### src/rtl/keypad_pkg.sv
// Shared definitions for the matrix-keypad front end: FSM states,
// default 50 MHz timing constants and small bit-vector helpers.
package keypad_pkg;

   typedef enum logic [1:0] {
      SCAN  = 2'd0,
      HELD  = 2'd1,
      BLOCK = 2'd2
   } state_t;

   // Widest keypad the helper functions accept (ROWS*COLS must not exceed this)
   localparam int MAX_KEYS = 64;

   // 50 MHz defaults: 16 clocks column settle, 10 ms debounce window
   localparam int DEF_SETTLE_CYC   = 16;
   localparam int DEF_DEBOUNCE_CYC = 500000;

   // Number of closed keys in a frame snapshot
   function automatic int unsigned popcount(input logic [MAX_KEYS-1:0] v);
      int unsigned cnt;
      cnt = 0;
      for (int i = 0; i < MAX_KEYS; i++) begin
         if (v[i]) cnt++;
      end
      return cnt;
   endfunction

   // Bit position of the single set bit; only meaningful when popcount(v)==1
   function automatic int unsigned onehot_index(input logic [MAX_KEYS-1:0] v);
      int unsigned idx;
      idx = 0;
      for (int i = 0; i < MAX_KEYS; i++) begin
         if (v[i]) idx = i;
      end
      return idx;
   endfunction

endpackage

### src/rtl/column_scanner.sv
// Free-running column scanner: drives one column low at a time, lets the
// lines settle, captures the active-low rows into a full-frame snapshot and
// flags the cycle after the last column of a frame has been captured.
module column_scanner #(
   parameter int ROWS       = 4,
   parameter int COLS       = 4,
   parameter int SETTLE_CYC = 16
) (
   input  logic                 clk,
   input  logic                 rst_n,
   input  logic [ROWS-1:0]      rows,
   output logic [COLS-1:0]      columns,
   output logic [ROWS*COLS-1:0] snap,
   output logic                 frame_done
);

   localparam int COL_W = $clog2(COLS);
   localparam int SET_W = $clog2(SETTLE_CYC + 1);

   logic [COL_W-1:0] col_idx;
   logic [COL_W-1:0] next_col;
   logic [SET_W-1:0] settle_cnt;

   // One-hot-low column drive pattern for a given column index
   function automatic logic [COLS-1:0] drive(input logic [COL_W-1:0] idx);
      return ~(COLS'(1) << idx);
   endfunction

   // Column that follows the current one, wrapping after the last column
   always_comb begin
      next_col = col_idx + COL_W'(1);
      if (col_idx == COL_W'(COLS - 1)) next_col = '0;
   end

   // Hold each column low for SETTLE_CYC clocks, then sample its rows and move on
   always_ff @(posedge clk) begin
      if (!rst_n) begin
         columns    <= '1;
         col_idx    <= '0;
         settle_cnt <= '0;
         snap       <= '0;
         frame_done <= 1'b0;
      end else begin
         frame_done <= 1'b0;
         if (settle_cnt == SET_W'(SETTLE_CYC)) begin
            for (int c = 0; c < COLS; c++) begin
               if (col_idx == COL_W'(c)) snap[c*ROWS +: ROWS] <= ~rows;
            end
            frame_done <= (col_idx == COL_W'(COLS - 1));
            col_idx    <= next_col;
            settle_cnt <= SET_W'(1);
            columns    <= drive(next_col);
         end else begin
            settle_cnt <= settle_cnt + SET_W'(1);
            columns    <= drive(col_idx);
         end
      end
   end

endmodule

### src/rtl/keypad_scan_debounce.sv
// Matrix-keypad front end: scans the keypad, debounces whole-frame snapshots
// and reports single-key press/release events with a binary key code.
// Frames with several keys closed are flagged and ignored until all keys open.
module keypad_scan_debounce
   import keypad_pkg::*;
#(
   parameter  int ROWS         = 4,
   parameter  int COLS         = 4,
   parameter  int SETTLE_CYC   = DEF_SETTLE_CYC,
   parameter  int DEBOUNCE_CYC = DEF_DEBOUNCE_CYC,
   localparam int CODE_W       = $clog2(ROWS * COLS)
) (
   input  logic              clk,
   input  logic              rst_n,
   input  logic [ROWS-1:0]   rows,
   output logic [COLS-1:0]   columns,
   output logic              key_valid,
   output logic              key_release,
   output logic [CODE_W-1:0] key_code,
   output logic              key_held,
   output logic              multi_key
);

   localparam int KEYS   = ROWS * COLS;
   localparam int FRAME  = COLS * SETTLE_CYC;
   localparam int STAB_W = $clog2(DEBOUNCE_CYC + FRAME + 1);

   logic [KEYS-1:0]     snap;
   logic [KEYS-1:0]     prev;
   logic                frame_done;
   logic [STAB_W-1:0]   stab_cnt;
   logic                stable;
   logic                release_fire;
   logic [KEYS-1:0]     held_mask;
   logic [MAX_KEYS-1:0] prev_ext;
   int unsigned         prev_pop;
   state_t              state;

   column_scanner #(
      .ROWS       (ROWS),
      .COLS       (COLS),
      .SETTLE_CYC (SETTLE_CYC)
   ) u_scanner (
      .clk        (clk),
      .rst_n      (rst_n),
      .rows       (rows),
      .columns    (columns),
      .snap       (snap),
      .frame_done (frame_done)
   );

   assign prev_ext     = MAX_KEYS'(prev);
   assign prev_pop     = popcount(prev_ext);
   assign held_mask    = KEYS'(1) << key_code;
   assign stable       = (stab_cnt >= STAB_W'(DEBOUNCE_CYC));
   assign release_fire = (state == HELD) && stable && (prev != held_mask);

   // Track how long the frame snapshot has stayed unchanged; a release restarts
   // the window so the next key always needs a full debounce of its own
   always_ff @(posedge clk) begin
      if (!rst_n) begin
         stab_cnt <= '0;
         prev     <= '0;
      end else begin
         if (frame_done) begin
            if (snap != prev) begin
               stab_cnt <= '0;
               prev     <= snap;
            end else if (stab_cnt + STAB_W'(FRAME) >= STAB_W'(DEBOUNCE_CYC)) begin
               stab_cnt <= STAB_W'(DEBOUNCE_CYC);
            end else begin
               stab_cnt <= stab_cnt + STAB_W'(FRAME);
            end
         end
         if (release_fire) stab_cnt <= '0;
      end
   end

   // Key state machine turning stable snapshots into one-cycle events
   always_ff @(posedge clk) begin
      if (!rst_n) begin
         state       <= SCAN;
         key_valid   <= 1'b0;
         key_release <= 1'b0;
         multi_key   <= 1'b0;
         key_held    <= 1'b0;
         key_code    <= '0;
      end else begin
         key_valid   <= 1'b0;
         key_release <= 1'b0;
         multi_key   <= 1'b0;
         case (state)
            SCAN: begin
               if (stable && (prev != '0)) begin
                  if (prev_pop == 1) begin
                     key_code  <= CODE_W'(onehot_index(prev_ext));
                     key_valid <= 1'b1;
                     key_held  <= 1'b1;
                     state     <= HELD;
                  end else begin
                     multi_key <= 1'b1;
                     state     <= BLOCK;
                  end
               end
            end
            HELD: begin
               if (release_fire) begin
                  key_release <= 1'b1;
                  key_held    <= 1'b0;
                  state       <= SCAN;
               end
            end
            BLOCK: begin
               if (stable && (prev == '0)) state <= SCAN;
            end
            default: state <= SCAN;
         endcase
      end
   end

endmodule

### config.mk
export PLATFORM = sky130hd
export DESIGN_NAME = keypad_scan_debounce
export DESIGN_NICKNAME = d
export VERILOG_FILES = /design/src/rtl/keypad_pkg.sv /design/src/rtl/column_scanner.sv /design/src/rtl/keypad_scan_debounce.sv
export SDC_FILE = /design/constraint.sdc
export NUM_CORES = 1
export LEC_CHECK = 0
export ABC_AREA = 1
export BUFFER_PORTS_ARGS = -buffer_cell sky130_fd_sc_hd__buf_2
export CAP_MARGIN = 20
export CORE_ASPECT_RATIO = 0.5
export CORE_MARGIN = 4
export CORE_UTILIZATION = 66
export CTS_BUF_LIST = sky130_fd_sc_hd__clkbuf_4
export DETAILED_ROUTE_END_ITERATION = 12
export GPL_TIMING_DRIVEN = 0
export PLACE_DENSITY = 0.91
export SYNTH_ARGS = -nofsm -noshare
export SYNTH_HDL_FRONTEND = slang
export SYNTH_HIERARCHICAL = 1
export SYNTH_SLANG_ARGS = --single-unit
### constraint.sdc
create_clock -name clk -period 9.7 [get_ports clk]
set_input_delay 0.485 -clock clk [delete_from_list [all_inputs] [get_ports clk]]
set_output_delay 0.485 -clock clk [all_outputs]
set_load 0.01 [all_outputs]
[Yosys cells after proc, flatten, opt, wreduce, memory -nomap -nowiden]
Index checks and enable logic that the tools add are counted.
W data, S select, Z words.
Word-level totals
  logic and storage cells: 127
  bits of input ports: 6
  bits in registers: 73
Cells by class
  shift operators: 3
  reductions and logical operators: 22
  magnitude comparators: 2
  equality and inequality tests: 13
  add/subtract/negate cells: 18
  bitwise gates (word level): 4
  multiplexer cells: 48
Operator list (number)
  $add A32 B1 Y32 const B: 15
  $mux W32: 15
  $mux W4: 15
  $ge A19 B19 Y1 const B: 2
  $mux W19: 2
  $eq A32 B1 Y1 const B: 1
  $ne A16 B16 Y1: 2
  $add A19 B7 Y19 const B: 1
  $logic_not A16 Y1: 1
  $reduce_bool A16 Y1: 1
  $shl A1 B4 Y16 const A: 1
  $reduce_and A2 Y1: 7
  $not A4 Y4: 3
  $mux W2: 5
  $mux W1: 9
  $reduce_and A3 Y1: 3
  $ne A2 B2 Y1 const B: 4
  $shl A1 B2 Y4 const A: 2
  $eq A2 B2 Y1 const B: 3
  $pmux W2 S3: 1
  $add A5 B1 Y5 const B: 1
  $eq A5 B5 Y1 const B: 1
  $eq A2 B1 Y1 const B: 2
  $logic_and A1 B1 Y1: 4
  7 further kinds: 9

[Logic depth before layout (Yosys ltp)]
Gate-level depths: netlist of the first run.
  depth in word-level cells: 35
  mapped depth: 57
  depth with buffers taken out: 57

[Modules after synthesis]
Netlist of the first run, hierarchy kept.
Modules (own cells, without submodules)
  keypad_scan_debounce: area an instance 4638.2 um^2, cells each 769, times used 1, sequential area each 800.8 um^2
  column_scanner: area an instance 1363.8 um^2, cells each 188, times used 1, sequential area each 560.5 um^2

[Worst setup path after synthesis of the first run]
OpenSTA, ideal clock, no wires.
  path type: flip-flop to flip-flop
  from: register prev[0]
  to: register key_code[0]
  stages on the path, launching flop included: 55
  period minus slack after synthesis: 7447 ps
  setup time: 110 ps
  path slack: 2253 ps
  arrival time: 7337 ps
  cells stage by stage: dfxtp_1 > inv_1 > ha_1 > inv_2 > nand2_2 > nand2_1 > inv_1 > ha_1 > nand2_1 > nand2_1 > ha_1 > or2_1 > nand2_1 > inv_1 > ha_1 > nand2_1 > nand2_1 > ha_1 > (+19 left out) > nand2_1 > ha_1 > nand2_1 > nand2_1 > ha_1 > nor2_1 > a31oi_1 > ha_1 > o22ai_1 > nand3_1 > nor2_1 > nand2_1 > inv_2 > nand3_2 > nor2_4 > nand4_1 > nand2_1 > nor2_1
On the way
  word-level cells in the longest chain between the ends: 33
RTL lines
  from (decl): line keypad_scan_debounce.sv:29  | logic [KEYS-1:0] prev;
  from (signal assigned): line keypad_scan_debounce.sv:68  | prev <= snap;
  $mux W1: line keypad_pkg.sv:23  | if (v[i]) cnt++;
  $add A32 B1 Y32: line keypad_pkg.sv:23
  $mux W32: line keypad_pkg.sv:23
  $add A32 B1 Y32: line keypad_pkg.sv:23
  $mux W32: line keypad_pkg.sv:23
  $add A32 B1 Y32: line keypad_pkg.sv:23
  $mux W32: line keypad_pkg.sv:23
  $add A32 B1 Y32: line keypad_pkg.sv:23
  (+17 left out)
  $add A32 B1 Y32: line keypad_pkg.sv:23
  $mux W32: line keypad_pkg.sv:23
  $add A32 B1 Y32: line keypad_pkg.sv:23
  $mux W32: line keypad_pkg.sv:23
  $add A32 B1 Y32: line keypad_pkg.sv:23
  $mux W32: line keypad_pkg.sv:23
  $eq A32 B1 Y1: line keypad_scan_debounce.sv:95  | if (prev_pop == 1) begin
  $reduce_and A3 Y1 (no line) *
  to (signal assigned): line keypad_scan_debounce.sv:96  | key_code <= CODE_W'(onehot_index(prev_ext));
  to (decl): line keypad_scan_debounce.sv:19  | output logic [CODE_W-1:0] key_code,
Mark *: on every way between the ends. The rest lies on a longest branch, timed or not.
A chain may end at the register's enable or synchronous reset.

[Final worst setup path of the first run]
  from: register prev[0]
  to: register key_code[3]
The elaborated chain is that of the path after synthesis.

==> impl_results.md, run 1 <==
* Number of vias per cell at 5.45
* Clock tree buffer depth at 2
* Kind of capture point of the worst setup path: flip-flop
* Slew Limit Headroom at 0.581
* I/O Pins at 18
* Antenna diode count at 0
* Setup Viol. Count Final at 0
* Maximum single-stage delay on the critical path at about 0.39 ns
* Tot Pwr at 471 µW
* Inst Count DP at ~1100
* Worst Max-Slew Pin Slew at between 0.6 and 0.7 ns
* X dimension of the die at between 100 and 150 µm
* Max Fclk at around 120 MHz
* Count of final hold-check violations at 0
* Total standard cell area after synthesis at 6000 µm²
* Placeable Area at 8770 µm²
* Count of instances resized after the clock tree is built at 0
* Clock-pin slew of the registers on the worst-case setup and hold paths at 0.11 ns
* Utilization after layout at 0.724
* Post-synth EDFFs at 0
* Top flip-flop cell by instance count after synthesis: sky130_fd_sc_hd__dfxtp_1
* Effective utilization at floorplan at 0.685
* Setup skew after layout at ~0.014 ns
* Setup repair after global routing missed its margin: false
* Via count of the first global-routing pass at 5260
* Placement row count at 24
* Die extent in y at around 75 µm
* Arrival time of the worst setup path at approximately 8.7 ns
* Iteration count of the initial detailed-routing pass at 5
* Gate count after technology mapping at 957
* Met1 wire length at approximately 6.3 mm
* Total number of vias at approximately 6000
* Gr ovfl total at 0
* Uppermost metal layer occupied by signal nets: met4
* Cell with the most instances on the worst path: sky130_fd_sc_hd__nand2_1
* Count of state elements after synthesis at 68
* Worst hold start: rst_n
* Category of the most critical setup path: flip-flop to flip-flop
* Routed wire length on met3 at a little over 700 µm
* Max_cap viols at 0
* Number of non-filler instances in the completed layout at between 1000 and 1500
* Worst vdd rail ir drop at 0.0806 mV
* Worst reg2reg path startpoint: prev[0]$_SDFFE_PN0P_
* Placed wire-length estimate after detailed placement at about 11 mm
* Total power per unit cell area at approximately 74 nW/µm²
* Post-route antenna net violation count at 0
* Period minus WS final at between 8 and 9 ns
* Global router's overall resource usage at 0.254
* WL final at ~13 mm
* Area growth from synthesis to final layout at 5.84%
* Met2 WL post-DR at slightly above 6 mm
* Critical-path top delay cell: sky130_fd_sc_hd__dfxtp_1
* Largest net degree at the start of global routing at 12
* Net count after synthesis at around 1000
* Count of clock tree sinks at just under 70
* Clock tree from TritonCTS: built
* Deepest level of the CTS H-tree at 3
* Leakage power figure at 3.11 nW
* Worst min-delay path category: primary input to flip-flop
* Hold buffers post-CTS at 0
* Final worst-path cycle share at 0.857
* Max-slew violation total from the final report at 0
* GP Congestion at roughly 0.94
* Nets at 1014
* Number of buffers added for setup after CTS at 0
* Yosys warns at 6
* Top fanout value on the critical path at 5
* Number of remaining DRC errors at 0
* Setup TNS after final layout at 0 ns
* Share of the yosys chip area belonging to registers at 0.227
* Die Footprint at around 11000 µm²
* Syn Area/Cell at between 6 and 7 µm²
* Number of buffers added on ports at 16
* Status: finished, final reports clean
* TritonCTS buffer count at 9
* Worst-skew pair later-pin latency at slightly above 0.4 ns
* Root buffer cell: sky130_fd_sc_hd__clkbuf_4
* Largest area contributor in the synthesized netlist: sky130_fd_sc_hd__dfxtp_1
* Iteration-0 DRC Markers at slightly below 500
* Kind of start point of the critical path: flip-flop
* Top cells by area in the synthesized netlist: sky130_fd_sc_hd__dfxtp_1 23%, sky130_fd_sc_hd__nand2_1 14%, sky130_fd_sc_hd__inv_1 9.1%
* Share of the synthesized area in the top cell type at 0.227
* Post-DR wirelength/cell at ~12 µm
* First-pass GRT wire length at about 23 mm
* Number of distinct library cell variants in the gate-level netlist after synthesis at between 40 and 50
* Proportion of synthesized flip-flops having asynchronous set or reset at 0
* Endpoint required time on the critical path at slightly above 10 ns
* Antenna violations before repair at 0
* Fraction of final layout cells with drive strength greater than 1 at 0.163
* Startpoint of the most critical setup path: prev[0]$_SDFFE_PN0P_
-- cell type report --
class,instances,area [µm²]
clock buffers,9,67.6
repair buffers,16,80.1
plain buffers,26,129
inverters,160,603
fillers,695,2420
well taps,117,146
multi-input cells,703,3910
flip-flops and latches,68,1360
clock inverters,6,56.3
-- path summary, 6_finish.rpt --
path                                                        to  slack (ns)  cells after the start
worst min-delay path            u_scanner/snap[4]$_SDFFE_PN0P_        0.40                      3
worst max-delay path                  key_code[3]$_SDFFE_PN0P_        1.39                     55
worst max register to register        key_code[3]$_SDFFE_PN0P_        1.39                     55
worst min register to register        stab_cnt[6]$_SDFFE_PP0P_        0.48                      1
-- cells in the mapped netlist (3+ instances only) --
library cell               count
sky130_fd_sc_hd__nand2_1     225
sky130_fd_sc_hd__inv_1       145
sky130_fd_sc_hd__nor2_1      103
sky130_fd_sc_hd__dfxtp_1      68
sky130_fd_sc_hd__nand2_2      51
sky130_fd_sc_hd__nand3_1      51
sky130_fd_sc_hd__xor2_1       37
sky130_fd_sc_hd__a21oi_1      36
sky130_fd_sc_hd__nand4_1      36
sky130_fd_sc_hd__nand3_2      32
sky130_fd_sc_hd__o21ai_0      27
sky130_fd_sc_hd__ha_1         24
sky130_fd_sc_hd__clkbuf_1     14
sky130_fd_sc_hd__nor3_1       14
sky130_fd_sc_hd__inv_2        12
sky130_fd_sc_hd__nand3b_1      8
sky130_fd_sc_hd__nor2_2        8
sky130_fd_sc_hd__buf_2         7
sky130_fd_sc_hd__nor4_1        7
sky130_fd_sc_hd__nand3_4       5
sky130_fd_sc_hd__o21ai_1       5
sky130_fd_sc_hd__or2_2         4
sky130_fd_sc_hd__nor2_4        3
sky130_fd_sc_hd__or2_1         3
sky130_fd_sc_hd__or4_1         3
-- cell usage in the layout, fill, tap and decap left out, types with 9 or more instances in the layout --
cell type | Yosys | routed
sky130_fd_sc_hd__nand2_2 | 51 | 51
sky130_fd_sc_hd__o21ai_0 | 27 | 27
sky130_fd_sc_hd__xor2_1 | 37 | 37
sky130_fd_sc_hd__clkbuf_1 | 14 | 14
sky130_fd_sc_hd__ha_1 | 24 | 24
sky130_fd_sc_hd__nand3_1 | 51 | 51
sky130_fd_sc_hd__dfxtp_1 | 68 | 68
sky130_fd_sc_hd__nand2_1 | 225 | 225
sky130_fd_sc_hd__nand3_2 | 32 | 32
sky130_fd_sc_hd__clkbuf_4 | 0 | 9
sky130_fd_sc_hd__nand4_1 | 36 | 36
sky130_fd_sc_hd__nor2_1 | 103 | 103
sky130_fd_sc_hd__inv_1 | 145 | 145
sky130_fd_sc_hd__buf_2 | 7 | 23
sky130_fd_sc_hd__a21oi_1 | 36 | 36
sky130_fd_sc_hd__inv_2 | 12 | 12
sky130_fd_sc_hd__nor3_1 | 14 | 14
-- through the flow --
step / area [µm²] / setup WS (ns) / hold WS [ns]
2_1_floorplan: 6000 / 2.25 / 0.439
3_3_place_gp: 6230 / 1.66 / 0.451
3_5_place_dp: 6230 / 1.48 / 0.459
4_1_cts: 6350 / 1.43 / 0.370
5_1_grt: 6350 / 0.682 / 0.368
6_report: 6350 / 1.39 / 0.395
-- power breakdown --
part           switching, mW  internal, mW  total, mW  leakage [nW]
registers            0.00110         0.280      0.281         0.549
clock network         0.0979        0.0750      0.173        0.0690
logic                 0.0120       0.00502     0.0170          2.49
-- critical path, delay by kind of cell, from the launching register on --
kind	cells	cell delay, ns
adder cells (fa/ha/maj)	14	4.03
flip-flops	1	0.39
buffers and inverters	7	0.50
AO/OA/AOI/OAI	2	0.34
AND/OR/NAND/NOR	32	3.02
-- logic make-up (layout without fill, tap and decap cells) --
kind of cell	count (synthesis)	count (layout)	share of synthesized area
simple gates	557	557	0.468
buf+inv	186	217	0.122
compound gates	84	84	0.0778
flops	68	68	0.227
xor+xnor	38	38	0.0555
fa+ha+maj	24	24	0.0500
-- registers in the layout, summed over array words and instances (netlist names), 2 cells and up --
name / flops
key_code: 4
prev: 16
stab_cnt: 14
state: 2
u_scanner/col_idx: 2
u_scanner/columns: 4
u_scanner/settle_cnt: 5
u_scanner/snap: 16
-- layer usage --
metal,GRT usage,vias to the layer above
li1,-,3100
met1,0.335,2756
met2,0.443,148
met3,0.0439,20
met4,0.0632,0
met5,0,-
No activity file was read; power rests on OpenSTA's default activity.
==> run 2, diff against run 1 <==
--- a/config.mk
+++ b/config.mk
@@ -6,15 +6,14 @@
 export NUM_CORES = 1
 export LEC_CHECK = 0
 export ABC_AREA = 1
-export BUFFER_PORTS_ARGS = -buffer_cell sky130_fd_sc_hd__buf_2
 export CAP_MARGIN = 20
 export CORE_ASPECT_RATIO = 0.5
 export CORE_MARGIN = 4
-export CORE_UTILIZATION = 66
+export CORE_UTILIZATION = 67
 export CTS_BUF_LIST = sky130_fd_sc_hd__clkbuf_4
 export DETAILED_ROUTE_END_ITERATION = 12
-export GPL_TIMING_DRIVEN = 0
-export PLACE_DENSITY = 0.91
+export DONT_BUFFER_PORTS = 1
+export PLACE_DENSITY = 0.9
 export SYNTH_ARGS = -nofsm -noshare
 export SYNTH_HDL_FRONTEND = slang
 export SYNTH_HIERARCHICAL = 1
==> run 2 against run 1 <==
Critical path depth shrank 1. Fmax grew 1.8%. First-iteration DRC count grew 13%. Wire length shrank 2.3%. Non-clock buffer count shrank 42. Register-to-register slack gained 0.15 ns. Combinational power shrank 38%. Sequential share of layout area grew 0.69 points. Sequential power is essentially flat. Total power grew 0.66%. Clock-buffer cell count grew 2. Largest power group unchanged. Highest routed layer unchanged.
==> impl_results.md, run 2 (synthesis gave the netlist of run 1 again) <==
* Deepest level of the CTS H-tree at 3 (unchanged)
* Fraction of final layout cells with drive strength greater than 1 at 0.143 (-0.0204)
* Count of clock tree sinks at 68 (unchanged)
* Setup TNS after final layout at 0 ns (unchanged)
* Area used by multi-input combinational logic at 3910 µm² (unchanged)
* Worst vdd rail ir drop at 0.136 mV (+69%)
* Critical-path top delay cell: sky130_fd_sc_hd__dfxtp_1
* Endpoint required time on the critical path at 10.05 ns (about the same)
* Top fanout value on the critical path at 6 (+1)
* Post-DR wirelength/cell at 12.3 µm (+1.4%)
* Total power per unit cell area at 77.1 nW/µm² (+3.9%)
* Final Worst Setup Slack at 1.53 ns (+0.146 ns)
* Iteration-0 DRC Markers at 549 (+13%)
* Kind of capture point of the worst setup path: flip-flop
* WL final at 13.0 mm (-2.3%)
* Nets at 972 (-4.1%)
* Count of instances resized after the clock tree is built at 0 (unchanged)
* X dimension of the die at 142 µm (-0.71%)
* Worst min-delay path category: primary input to flip-flop
* Status: finished, final reports clean
* Count of final hold-check violations at 0 (unchanged)
* Antenna violations before repair at 0 (unchanged)
* First-pass GRT wire length at 22.7 mm (-0.54%)
* Clock-pin slew of the registers on the worst-case setup and hold paths at 0.12 ns (about the same)
* Setup skew after layout at 0.0168 ns (+0.00233 ns)
* I/O Pins at 18 (unchanged)
* Global router's overall resource usage at 0.256 (+0.00160)
* Leakage power figure at 2.97 nW (-4.4%)
* Clock tree from TritonCTS: built
* Max_cap viols at 0 (unchanged)
* Maximum single-stage delay on the critical path at 0.39 ns (about the same)
* Tot Pwr at 474 µW (+0.66%)
* Cell with the most instances on the worst path: sky130_fd_sc_hd__nand2_1
* Most frequent standard cell in the layout excluding fill and tap cells: sky130_fd_sc_hd__nand2_1
* Worst-skew pair later-pin latency at 0.44 ns (+0.03 ns)
* Slew Limit Headroom at 0.543 (-0.0375)
* Number of buffers added on ports at 0 (-16)
* Placeable Area at 8710 µm² (-0.68%)
* Number of vias per cell at 5.48 (+0.60%)
* Period minus WS final at 8.17 ns (-0.146 ns)
* Top flop regs: prev (16), u_scanner/snap (16), stab_cnt (14)
* Antenna diode count at 0 (unchanged)
* Number of remaining DRC errors at 0 (unchanged)
* Clock tree buffer depth at 2 (unchanged)
* Iteration count of the initial detailed-routing pass at 6 (+1)
* Filler Cells Inserted at 710 (+2.2%)
* Arrival time of the worst setup path at 8.52 ns (-0.14 ns)
* GP Congestion at 0.980 (+4.1%)
* Category of the most critical setup path: flip-flop to flip-flop
* Number of buffer and inverter instances along the worst setup path at 5 (-2)
* Area growth from synthesis to final layout at 2.54%
* Hold buffers post-CTS at 0 (unchanged)
* Largest net degree at the start of global routing at 47 (+35)
* Register cell area after layout at 1360 µm² (unchanged)
* Via count of the first global-routing pass at 5261 (+0.019%)
* Root buffer cell: sky130_fd_sc_hd__clkbuf_4
* Die Footprint at 10600 µm² (-1.4%)
* TritonCTS buffer count at 9 (unchanged)
* Placement row count at 24 (unchanged)
* Kind of start point of the critical path: flip-flop
* Max Fclk at 122 MHz (+1.8%)
* Number of buffers added for setup after CTS at 0 (unchanged)
* Final worst-path cycle share at 0.842 (-0.0150)
* Worst path top cell family by delay: adder cells
* Effective utilization at floorplan at 0.689 (+0.00472)
* Total number of vias at 5835 (-3.1%)
* Max-slew violation total from the final report at 0 (unchanged)
* Worst Max-Slew Pin Slew at 0.681 ns (+0.0577 ns)
* Commonest cells after routing, fill and taps aside: 225 x sky130_fd_sc_hd__nand2_1, 145 x sky130_fd_sc_hd__inv_1, 103 x sky130_fd_sc_hd__nor2_1
* Setup Viol. Count Final at 0 (unchanged)
* Placed wire-length estimate after detailed placement at 10.2 mm (-3.9%)
* Setup repair after global routing missed its margin: false
* Post-route antenna net violation count at 0 (unchanged)
* Place WS at 1.63 ns (+0.149 ns)
* Die extent in y at 74.9 µm (-0.67%)
* Gr ovfl total at 0 (unchanged)
## run 2: where the power goes
| part | internal, mW | total [mW] | switching, mW |
|---|---|---|---|
| Combinational | 0.00332 | 0.0105 | 0.00716 |
| Clock | 0.0832 | 0.182 | 0.0992 |
| Sequential | 0.280 | 0.282 | 0.00123 |
| Total | 0.367 | 0.474 | 0.108 |
## run 2: area by class of cell
type | instances | share of cell area
clock buffer | 11 | 0.0134
clock inverter | 5 | 0.00854
inverter | 160 | 0.0980
multi-input combinational | 703 | 0.635
sequential | 68 | 0.221
tap | 117 | 0.0238
## run 2: final timing paths
kind                                         from                        to  slack [ns]  cells past startpoint
hold reg to reg   u_scanner/frame_done$_SDFF_PN0_  stab_cnt[6]$_SDFFE_PP0P_        0.49                      1
setup / recovery             prev[1]$_SDFFE_PN0P_  key_code[0]$_SDFFE_PN0P_        1.53                     54
hold / removal                              rst_n  key_code[1]$_SDFFE_PN0P_        0.17                      2
setup reg to reg             prev[1]$_SDFFE_PN0P_  key_code[0]$_SDFFE_PN0P_        1.53                     54
## run 2: routing by layer
layer / share of wire / wire length, µm / track usage / vias up
met1: 0.47 / 6100 / 0.336 / 2628
met5: 0 / 0 / 0 / -
li1: - / - / - / 3014
met3: 0.070 / 907 / 0.0476 / 21
met4: 0.014 / 180 / 0.0702 / 0
met2: 0.45 / 5850 / 0.442 / 172
## run 2: worst register-to-register path: cells and delay by family, from the launching register on
kind,cells,cell delay [ns]
fa+ha+maj,14,3.99
simple gates,33,3.02
flops,1,0.39
buf+inv,5,0.37
compound gates,2,0.36
## run 2: metrics by stage
step	hold WS, ns	area (µm²)	std cells	utilization
after floorplan	0.439	6000	957	-
after global placement	0.464	6020	1048	0.691
after detailed placement	0.481	6020	1048	0.691
after CTS	0.151	6150	1064	0.707
after global routing	0.145	6150	1064	0.707
final	0.166	6150	1064	0.707
